$ cat config.mk
export PLATFORM = sky130hd
export DESIGN_NAME = hex_counter_4d
export DESIGN_NICKNAME = d
export VERILOG_FILES = /design/src/rtl/hex_counter_pkg.sv /design/src/rtl/hex_counter_4d_btn_sync_edge.sv /design/src/rtl/hex_counter_4d.sv
export SDC_FILE = /design/constraint.sdc
export NUM_CORES = 1
export LEC_CHECK = 0
export CAP_MARGIN = 15
export CORE_MARGIN = 2
export CORE_UTILIZATION = 61
export CTS_BUF_LIST = sky130_fd_sc_hd__clkbuf_4 sky130_fd_sc_hd__clkbuf_8
export DETAILED_ROUTE_END_ITERATION = 6
export HOLD_SLACK_MARGIN = 0.08
export PLACE_DENSITY = 0.88
export SYNTH_ARGS = -nofsm -noshare
export SYNTH_HDL_FRONTEND = slang
export SYNTH_SLANG_ARGS = --single-unit
$ cat constraint.sdc
create_clock -name clk -period 5.58 [get_ports clk]
set_clock_uncertainty 0.15 [all_clocks]
set_input_delay 1.395 -clock clk [delete_from_list [all_inputs] [get_ports clk]]
set_output_delay 1.395 -clock clk [all_outputs]
set_load 0.03 [all_outputs]
$ cat src/rtl/hex_counter_pkg.sv
// -----------------------------------------------------------------------------
// hex_counter_pkg
// Shared types and constants for the four-digit hex counter.
//   state_t      : run/stop FSM encoding
//   COUNT_W      : width of the binary count (four hex digits)
//   NIBBLE_W     : width of one hex digit
//   NUM_DIGITS   : number of displayed digits
//   calc_div     : clock cycles per count tick
//   presc_width  : bits needed for a prescaler running 0..div-1 (ceil-log2, min 1)
// -----------------------------------------------------------------------------
package hex_counter_pkg;

  typedef enum logic {
    STOPPED = 1'b0,
    RUNNING = 1'b1
  } state_t;

  localparam int COUNT_W    = 16;
  localparam int NIBBLE_W   = 4;
  localparam int NUM_DIGITS = 4;

  function automatic int calc_div(input int clk_hz, input int tick_hz);
    return clk_hz / tick_hz;
  endfunction

  // Smallest w >= 1 with 2**w >= div, so the prescaler can hold div-1.
  function automatic int presc_width(input int div);
    int w;
    w = 1;
    while ((1 << w) < div) begin
      w = w + 1;
    end
    return w;
  endfunction

endpackage

$ cat src/rtl/hex_counter_4d_btn_sync_edge.sv
// -----------------------------------------------------------------------------
// btn_sync_edge
// Brings an asynchronous active-low push-button into the clk domain and
// turns each press (falling edge) into a single-cycle pulse. No debounce:
// a bouncing contact yields several pulses.
//   clk    : system clock
//   rst_n  : asynchronous active-low reset (flops reset to "released")
//   btn_n  : raw active-low button, asynchronous to clk
//   press  : one-clk pulse per falling edge of btn_n
// -----------------------------------------------------------------------------
module btn_sync_edge (
  input  logic clk,
  input  logic rst_n,
  input  logic btn_n,
  output logic press
);

  logic sync_p0;
  logic sync_p1;
  logic dly_p2;

  // Two synchronizer stages followed by one delay stage for edge detection.
  always_ff @(posedge clk or negedge rst_n) begin
    if (!rst_n) begin
      sync_p0 <= 1'b1;
      sync_p1 <= 1'b1;
      dly_p2  <= 1'b1;
    end else begin
      sync_p0 <= btn_n;
      sync_p1 <= sync_p0;
      dly_p2  <= sync_p1;
    end
  end

  // High only in the cycle where the synchronized level has just dropped.
  assign press = dly_p2 & ~sync_p1;

endmodule

$ cat src/rtl/hex_counter_4d.sv
// -----------------------------------------------------------------------------
// hex_counter_4d
// Four-digit hexadecimal up/down counter with start/stop, clear and parallel
// load, driving four downstream hex-to-7-segment decoders.
//   Parameters:
//     CLK_HZ       : input clock frequency in Hz
//     TICK_HZ      : count rate in Hz (DIV = CLK_HZ/TICK_HZ, must be >= 2)
//   Ports:
//     clk          : system clock
//     rst_n        : asynchronous active-low reset
//     start_stop_n : active-low button, each press toggles run/stop
//     clear_n      : active-low button, clears count and stops
//     up_down      : 1 = count up, 0 = count down (used on tick)
//     load         : load load_value every cycle while stopped
//     load_value   : parallel load value, [3:0] -> digit0
//     digit0..3    : hex nibbles of the count, digit0 least significant
//     running      : high while the FSM is in RUNNING
//     wrap         : one-cycle pulse coincident with a wrapped count value
// -----------------------------------------------------------------------------
module hex_counter_4d
  import hex_counter_pkg::*;
#(
  parameter int CLK_HZ  = 50000000,
  parameter int TICK_HZ = 10
) (
  input  logic        clk,
  input  logic        rst_n,
  input  logic        start_stop_n,
  input  logic        clear_n,
  input  logic        up_down,
  input  logic        load,
  input  logic [15:0] load_value,
  output logic [3:0]  digit0,
  output logic [3:0]  digit1,
  output logic [3:0]  digit2,
  output logic [3:0]  digit3,
  output logic        running,
  output logic        wrap
);

  localparam int DIV     = calc_div(CLK_HZ, TICK_HZ);
  localparam int PRESC_W = presc_width(DIV);
  localparam logic [PRESC_W-1:0] PRESC_MAX = PRESC_W'(DIV - 1);

  generate
    if (DIV < 2) begin : g_div_check
      $error("hex_counter_4d: CLK_HZ/TICK_HZ must be at least 2");
    end
  endgenerate

  logic start_press;
  logic clear_press;

  btn_sync_edge u_start_sync (
    .clk   (clk),
    .rst_n (rst_n),
    .btn_n (start_stop_n),
    .press (start_press)
  );

  btn_sync_edge u_clear_sync (
    .clk   (clk),
    .rst_n (rst_n),
    .btn_n (clear_n),
    .press (clear_press)
  );

  state_t               state_q, state_d;
  logic                 running_q;
  logic [PRESC_W-1:0]   presc_q, presc_d;
  logic [COUNT_W-1:0]   count_q, count_d;
  logic                 wrap_q, wrap_d;
  logic                 tick;

  always_comb begin
    state_d = state_q;
    presc_d = '0;
    count_d = count_q;
    wrap_d  = 1'b0;

    tick = (state_q == RUNNING) && (presc_q == PRESC_MAX);

    // Clear wins over a simultaneous start press.
    if (clear_press) begin
      state_d = STOPPED;
    end else if (start_press) begin
      state_d = (state_q == RUNNING) ? STOPPED : RUNNING;
    end

    // The prescaler only advances while staying in RUNNING; it is zero on the
    // cycle RUNNING is entered, so the first tick lands DIV cycles later.
    if ((state_q == RUNNING) && (state_d == RUNNING)) begin
      presc_d = tick ? '0 : presc_q + PRESC_W'(1);
    end

    // A tick coinciding with a stop press still updates the count.
    if (clear_press) begin
      count_d = '0;
    end else if ((state_q == STOPPED) && load) begin
      count_d = load_value;
    end else if (tick) begin
      if (up_down) begin
        count_d = count_q + COUNT_W'(1);
        wrap_d  = (count_q == '1);
      end else begin
        count_d = count_q - COUNT_W'(1);
        wrap_d  = (count_q == '0);
      end
    end
  end

  always_ff @(posedge clk or negedge rst_n) begin
    if (!rst_n) begin
      state_q   <= STOPPED;
      running_q <= 1'b0;
      presc_q   <= '0;
      count_q   <= '0;
      wrap_q    <= 1'b0;
    end else begin
      state_q   <= state_d;
      running_q <= (state_d == RUNNING);
      presc_q   <= presc_d;
      count_q   <= count_d;
      wrap_q    <= wrap_d;
    end
  end

  assign digit0  = count_q[NIBBLE_W-1:0];
  assign digit1  = count_q[2*NIBBLE_W-1:NIBBLE_W];
  assign digit2  = count_q[3*NIBBLE_W-1:2*NIBBLE_W];
  assign digit3  = count_q[4*NIBBLE_W-1:3*NIBBLE_W];
  assign running = running_q;
  assign wrap    = wrap_q;

endmodule

Word-level counts from Yosys, hierarchy flattened
Cells that the tools add are included.
- $lt $le $gt $ge: 0
- multiplexer cells: 13
- add/subtract/negate cells: 3
- div/mod/pow operators: 0
- shift operators: 0
- bitwise logic cells: 5
- $mul: 0
- eq/ne operators: 2
- reductions and logical operators: 5
- operator list (cell ; number):
    $mux 16 ; 4
    $mux 23 ; 2
    $add 23x1->23 const B ; 1
    $eq 23x23->1 const B ; 1
    $add 16x1->16 const B ; 1
    $eq 16x16->1 const B ; 1
    $logic_not 16->1 ; 1
    $sub 16x1->16 const B ; 1
    $mux 1 ; 7
    $logic_and 1x1->1 ; 3
    $not 1->1 ; 3
    $reduce_bool 3->1 ; 1
    $and 1x1->1 ; 2
- bits in latches: 0
- output and inout bits: 18
- memories kept: 0
- bits in writable memories: 0
- word-level logic and storage cells: 38
- ROM bits: 0
- bits in registers: 47

Longest topological paths before layout
Gate-level depths: netlist of the first run.
- depth in word-level cells: 6
- gate-level depth with buffers: 9

Modules after synthesis
From an unflattened synthesis of the first run, not the netlist that was laid out.
- cells, all modules: 328
- area total of the unflattened synthesis: 2976.6 um2
- by module, submodules not included (module ; cells an instance ; sequential area each (um2) ; area an instance (um2) ; times used):
    hex_counter_4d ; 320 ; 1026.0 ; 2791.4 ; 1
    btn_sync_edge ; 4 ; 78.8 ; 92.6 ; 2

Worst setup path after synthesis of the first run
Ideal clock, no wire load.
- path kind: input port to flip-flop
- start: in up_down
- end: reg count_q[8]
- buffers on the path: 0
- required time: 5292 ps
- library setup time: 138 ps
- arrival time: 3130 ps
- setup slack: 2163 ps
- stages on the path: 8
- cell sequence: inv_1 > ha_1 > nor2b_1 > or3_1 > a21oi_1 > o21ai_0 > a221oi_1 > a21oi_1
- cells in the longest elaborated chain, start to end: 4
- RTL lines (item ; line ; text):
    from (decl) ; hex_counter_4d.sv:30 ; input logic up_down,
    $mux 16 ; hex_counter_4d.sv:102 ; if (up_down) begin
    $mux 16 ; hex_counter_4d.sv:101 ; end else if (tick) begin
    $mux 16 ; hex_counter_4d.sv:99 ; end else if ((state_q == STOPPED) && load) begin
    $mux 16 ; hex_counter_4d.sv:97 ; if (clear_press) begin
    to (signal assigned) ; hex_counter_4d.sv:123 ; count_q <= count_d;
    to (decl) ; hex_counter_4d.sv:71 ; logic [COUNT_W-1:0] count_q, count_d;
No other way between the ends. The select of a mux whose other input is x is not followed.
A chain may end at the register's enable or synchronous reset.

Worst setup path after layout of the first run
- start: in up_down
- end: reg count_q[12]
Same word-level chain as after synthesis.

==> results of run 1 <==
-- cell usage after synthesis, drive strengths merged (2+ instances only) --
cell	n	area [µm²]
nand2b	2	12.51
o211ai	4	30.03
dfrtp	41	1026
nand4	9	62.56
a21o	3	22.52
inv	6	22.52
nor2b	5	31.28
xnor2	15	131.4
xor2	16	140.1
dfstp	6	157.7
a221oi	2	17.52
a32oi	3	26.28
and4bb	2	25.02
clkbuf	7	26.28
nor4	7	50.05
o21ai	15	75.07
a21oi	19	95.09
and4	3	26.28
and3	6	37.54
nand2	33	123.9
a31oi	3	18.77
nor2	43	161.4
ha	15	187.7
a21boi	2	15.01
buf	4	26.27
nand3	19	95.09
or3	2	12.51
a211oi	5	42.54
a311oi	4	35.03
nor3	13	70.07
-- routing by layer --
| layer | routed length (µm) | track usage (%) | part of all wire [%] |
|---|---|---|---|
| met1 | 3146 | 35.82 | 43 |
| met2 | 3594 | 49.35 | 50 |
| met3 | 350 | 4.144 | 4.8 |
| met4 | 165 | 10.49 | 2.3 |
| met5 | 0 | 0 | 0 |
-- per-stage QoR --
step                      total power [W]  setup WS, ps
after floorplan                 0.0006561          2163
after global placement          0.0007736          1319
after detailed placement        0.0007820          1208
after CTS                       0.0009980          1479
after global routing             0.001053          1265
final                            0.001005          1429
-- cell type report --
type	count	area share [%]
flip-flops and latches	47	34.51
well taps	54	1.970
clock inverters	3	0.6932
inverters	6	0.6567
multi-input cells	261	48.12
clock buffers	5	2.007
repair buffers	41	12.04
-- power breakdown --
group	switching (W)	internal, W	total (W)
logic	0.000217	0.000155	0.000372
clock network	0.000128	0.0000899	0.000218
registers	0.0000462	0.000370	0.000416
total	0.000391	0.000614	0.00101
-- kinds of logic after synthesis --
logic type	share of synthesized area, %
and+or+nand+nor	25.38
AOI/OAI and AO/OA	14.88
DFF	40.69
xor gates and xnor gates	9.333
buffers and inverters	2.581
adders and majority gates	7.140
-- worst max-delay path: stages --
cell	delay (ps)
sky130_fd_sc_hd__clkdlybuf4s50_1	540
sky130_fd_sc_hd__inv_1	500
sky130_fd_sc_hd__ha_1	370
sky130_fd_sc_hd__nor2b_1	190
sky130_fd_sc_hd__o311ai_0	440
sky130_fd_sc_hd__a21boi_0	230
sky130_fd_sc_hd__o211ai_1	230
sky130_fd_sc_hd__a211oi_1	100
sky130_fd_sc_hd__nor3_1	220
-- path summary, 6_finish.rpt --
| kind | cells past startpoint | start | end | slack [ps] |
|---|---|---|---|---|
| worst max-delay path | 9 | up_down | count_q[12]$_DFFE_PN0P_ | 1430 |
| worst min-delay path | 0 | u_start_sync.sync_p0$_DFF_PN1_ | u_start_sync.sync_p1$_DFF_PN1_ | 210 |
| worst max register to register | 6 | presc_q[0]$_DFF_PN0_ | presc_q[12]$_DFF_PN0_ | 2660 |
| worst min register to register | 0 | u_start_sync.sync_p0$_DFF_PN1_ | u_start_sync.sync_p1$_DFF_PN1_ | 210 |
| max in group asynchronous | 2 | rst_n | u_clear_sync.sync_p0$_DFF_PN1_ | 3860 |
| min in group asynchronous | 1 | rst_n | presc_q[0]$_DFF_PN0_ | 860 |
==> flow_summary.json, run 1 <==
{
  "yosysSeqAreaShare_pct": 40.69,
  "drt-total-wl_um": 7256,
  "core_box_area_um2": 4661,
  "timing.fmax_mhz": 240.9,
  "maxCapViolations": 0,
  "period_share_pct": 74.39,
  "tritoncts.num_buffers": 5,
  "flip_flop_count_of_the_largest_register_after_layout": 23,
  "finalCoreUtilization_pct": 73.58,
  "grt_max_degree": 48,
  "post-cts-setup-buffer-count": 0,
  "floorplan.initialDensity_pct": 62.42,
  "io-pin-count": 40,
  "ys_ff_latch": 47,
  "drc": 0,
  "number_of_vias_after_detailed_routing": 2697,
  "dominantRegCellSynth": "sky130_fd_sc_hd__dfrtp_1",
  "first_pass_grt_wire_length_um": 11800,
  "first_global_vias": 2553,
  "setup-tns-final_ps": 0,
  "drt-wirelength-per-cell_um": 17.40,
  "antenna_violating_nets_post_route": 0,
  "power.leakage_nw": 1.391,
  "drive_above_1_share_pct": 6.061,
  "count_of_flip_flops_with_a_built_in_enable_after_synthesis": 0,
  "cp.required_ps": 5660,
  "gpl.final_weighted_congestion": 0.8933,
  "n_fill_cell": 351,
  "cp.arrival_ps": 4230,
  "insertion_delay_ps": 310,
  "timing.hold.worst.class": "flip-flop to flip-flop",
  "fp.dieArea_um2": 5337,
  "timing_hold_violations_final": 0,
  "synth_nets": 363,
  "area_post_placement_um2": 3317,
  "multi_input_area_um2": 1650,
  "drtPass1Iterations": 5,
  "timing_max_transition_violations_final": 0,
  "drtIter0Drc": 231,
  "seq_area_um2": 1184,
  "path_clk_slew_ps": 100,
  "hpwl_um": 5099,
  "grt_overflow": 0,
  "layoutNonFillerInstCount": 417,
  "cts_num_sinks": 47,
  "fp.dieW_um": 73.06,
  "outcome": "finished, final reports clean",
  "critical_path.startpoint_type": "primary input",
  "mostFrequentLayoutCell": "sky130_fd_sc_hd__nor2_1",
  "grtUsageTotal_pct": 28.43,
  "cts-root-to-sink-buffers": 2,
  "h-tree-depth": 2,
  "row_count": 25,
  "synth_cells": 325,
  "antenna_diodes": 0,
  "tightest_slew_ps": 899.4,
  "cp-end-kind": "flip-flop",
  "setup_violations_final": 0,
  "synth.yosys.warnings": 0,
  "final_cell_mix": "sky130_fd_sc_hd__nor2_1 (43), sky130_fd_sc_hd__dfrtp_1 (41), sky130_fd_sc_hd__clkdlybuf4s50_1 (38)",
  "vias_per_cell": 6.468,
  "synth.cell_area_um2": 2909,
  "tritoncts": "built",
  "post_cts_hold_buffer_count": 0,
  "antenna_violations_before_repair": 0,
  "synthDistinctLibCells": 47,
  "cts_root_buffer": "sky130_fd_sc_hd__clkbuf_8",
  "area_growth_syn_to_layout_pct": 17.89,
  "power-per-cell-area_nw_per_um2": 293.2,
  "place.port_buffers": 39,
  "num-nets-final": 400,
  "critPathKind": "primary input to flip-flop",
  "chipHeight_um": 73.06,
  "synth_async_sr_flop_share_pct": 100.0,
  "ir_drop_mv": 0.1712,
  "cp_max_fo": 16,
  "finish.instance_area_um2": 3430,
  "largest_registers": "presc_q (23), count_q (16)",
  "cts.repair.resized": 0,
  "synthesis.area_per_instance_um2": 8.951,
  "slew_headroom_pct": 39.82,
  "timing.final.crit_period_ps": 4151,
  "numPlacedInstances": 408,
  "worst_hold_slack_ps": 209.6,
  "rsz0062_at_grt": "false",
  "regMostFlops": "presc_q"
}
Power figures use the tool's default switching activity.
==> run 2: changes to the inputs <==
Settings changed: CORE_UTILIZATION 61 to 51, PLACE_DENSITY 0.88 to 0.78.
Clock period 5.58 ns to 3.6 ns, I/O delays scaled along.
==> run 2 against run 1 <==
  * Critical path depth unchanged
  * Worst hold slack about the same
  * Count of clock-buffer cells in the layout increased by 1
  * Critical endpoint is now count_q[10]$_DFFE_PN0P_
  * Largest power group unchanged
==> flow_summary.json, run 2 (synthesis gave the netlist of run 1 again) <==
{
  "grt_use_met3_pct": 3.054,
  "n_fill_cell": 465,
  "timing_max_transition_violations_final": 0,
  "drc": 0,
  "rr_endpoint": "count_q[12]$_DFFE_PN0P_",
  "tritoncts.num_buffers": 5,
  "gpl.final_weighted_congestion": 0.9805,
  "core_box_area_um2": 5507,
  "rsz0062_at_grt": "false",
  "num-nets-final": 408,
  "rr_startpoint": "count_q[0]$_DFFE_PN0P_",
  "tightest_slew_ps": 920.1,
  "timing.hold.worst.class": "flip-flop to flip-flop",
  "chipHeight_um": 79.53,
  "post-cts-setup-buffer-count": 0,
  "grt_use_met2_pct": 40.92,
  "final_cell_mix": "sky130_fd_sc_hd__nor2_1 (43), sky130_fd_sc_hd__dfrtp_1 (41), sky130_fd_sc_hd__clkdlybuf4s50_1 (38)",
  "cts-root-to-sink-buffers": 2,
  "antenna_diodes": 0,
  "antenna_violating_nets_post_route": 0,
  "cts_root_buffer": "sky130_fd_sc_hd__clkbuf_8",
  "layoutNonFillerInstCount": 443,
  "power.leakage_nw": 1.453,
  "critical_path.startpoint_type": "primary input",
  "top_usage_layer": "met2",
  "grtUsageTotal_pct": 23.95,
  "timing.hold.worst_path_depth": 0,
  "cp.arrival_ps": 3240,
  "cts_num_sinks": 47,
  "slew_headroom_pct": 38.43,
  "timing_hold_violations_final": 0,
  "outcome": "finished, final reports clean",
  "period_share_pct": 88.74,
  "drtIter0Drc": 142,
  "post_cts_hold_buffer_count": 0,
  "path_clk_slew_ps": 90,
  "drive_above_1_share_pct": 8.086,
  "area_growth_syn_to_layout_pct": 21.85,
  "critPathKind": "primary input to flip-flop",
  "insertion_delay_ps": 310,
  "drtPass1Iterations": 4,
  "regMostFlops": "presc_q",
  "gr-usage-met1_pct": 31.26,
  "place.port_buffers": 39,
  "cts.repair.resized": 0,
  "number_of_vias_after_detailed_routing": 2602,
  "setup-tns-final_ps": 0,
  "cp-end-kind": "flip-flop",
  "first_pass_grt_wire_length_um": 11740,
  "drt-total-wl_um": 6979,
  "antenna_violations_before_repair": 0,
  "area_post_placement_um2": 3400,
  "power-per-cell-area_nw_per_um2": 461.1,
  "tritoncts": "built",
  "mostFrequentLayoutCell": "sky130_fd_sc_hd__nor2_1",
  "power_w": 0.001634,
  "worst-r2r-cell-count": 8,
  "maxCapViolations": 0,
  "grt_overflow": 0,
  "drt-wirelength-per-cell_um": 15.75,
  "io-pin-count": 40,
  "hold_path_startpoint": "u_start_sync.sync_p0$_DFF_PN1_",
  "cp_max_fo": 9,
  "min_delay_worst_endpoint": "u_start_sync.sync_p1$_DFF_PN1_",
  "fp.dieArea_um2": 6324,
  "row_count": 27,
  "numPlacedInstances": 434,
  "floorplan.initialDensity_pct": 52.83,
  "r2r_slack_ps": 1150,
  "first_global_vias": 2521,
  "finish.instance_area_um2": 3545,
  "final_critical_path_setup_slack_ps": 405.5,
  "grt_max_degree": 48,
  "setup_violations_final": 0,
  "flip_flop_count_of_the_largest_register_after_layout": 23,
  "timing.final.crit_period_ps": 3194,
  "ir_drop_mv": 0.3035,
  "fp.dieW_um": 79.53,
  "timing.fmax_mhz": 313.0,
  "place_ws_ps": 103.7,
  "hpwl_um": 5075,
  "cp.required_ps": 3650,
  "h-tree-depth": 2,
  "largest_registers": "presc_q (23), count_q (16)",
  "vias_per_cell": 5.874
}
-- run 2: layer usage --
| metal | vias up | routed length, µm |
|---|---|---|
| met5 | - | 0 |
| met4 | 0 | 123 |
| met3 | 9 | 260 |
| met2 | 53 | 3458 |
| met1 | 1272 | 3137 |
| li1 | 1268 | - |
-- run 2: worst max-delay path by stage --
stage,slack (ps),cells past startpoint,end,from
finish,410,9,count_q[10]$_DFFE_PN0P_,up_down
global route,190,9,count_q[12]$_DFFE_PN0P_,up_down
CTS,400,9,count_q[10]$_DFFE_PN0P_,up_down
detailed placement,100,9,count_q[10]$_DFFE_PN0P_,up_down
global placement,140,9,count_q[10]$_DFFE_PN0P_,up_down
floorplan,680,8,count_q[8]$_DFFE_PN0P_,up_down
-- run 2: through the flow --
stage          utilization (%)  hold WS [ps]
6_report                 64.37         210.0
5_1_grt                  64.37         212.0
4_1_cts                  63.87         210.9
3_5_place_dp             61.74         197.9
3_3_place_gp             61.74         196.5
2_1_floorplan                -         195.2
-- run 2: final cells by class --
| cell class | count | area [µm²] | area share [%] |
|---|---|---|---|
| inverters | 6 | 22.52 | 0.6354 |
| repair buffers | 49 | 480.5 | 13.55 |
| multi-input cells | 261 | 1650 | 46.56 |
| well taps | 72 | 90.09 | 2.541 |
| clock inverters | 2 | 35.03 | 0.9884 |
| flip-flops and latches | 47 | 1184 | 33.39 |
| clock buffers | 6 | 82.58 | 2.330 |
-- run 2: report_power, final --
group	total [W]	switching (W)	internal, W
clock network	0.000407	0.000182	0.000225
registers	0.000646	0.0000730	0.000573
logic	0.000581	0.000328	0.000253
-- run 2: critical path, cell delays in order --
cell	delay, ps
sky130_fd_sc_hd__clkdlybuf4s50_1	490
sky130_fd_sc_hd__inv_1	170
sky130_fd_sc_hd__ha_1	380
sky130_fd_sc_hd__nor2b_1	170
sky130_fd_sc_hd__o311ai_0	410
sky130_fd_sc_hd__a21boi_0	230
sky130_fd_sc_hd__or3_1	340
sky130_fd_sc_hd__nand3_1	90
sky130_fd_sc_hd__a21oi_1	70
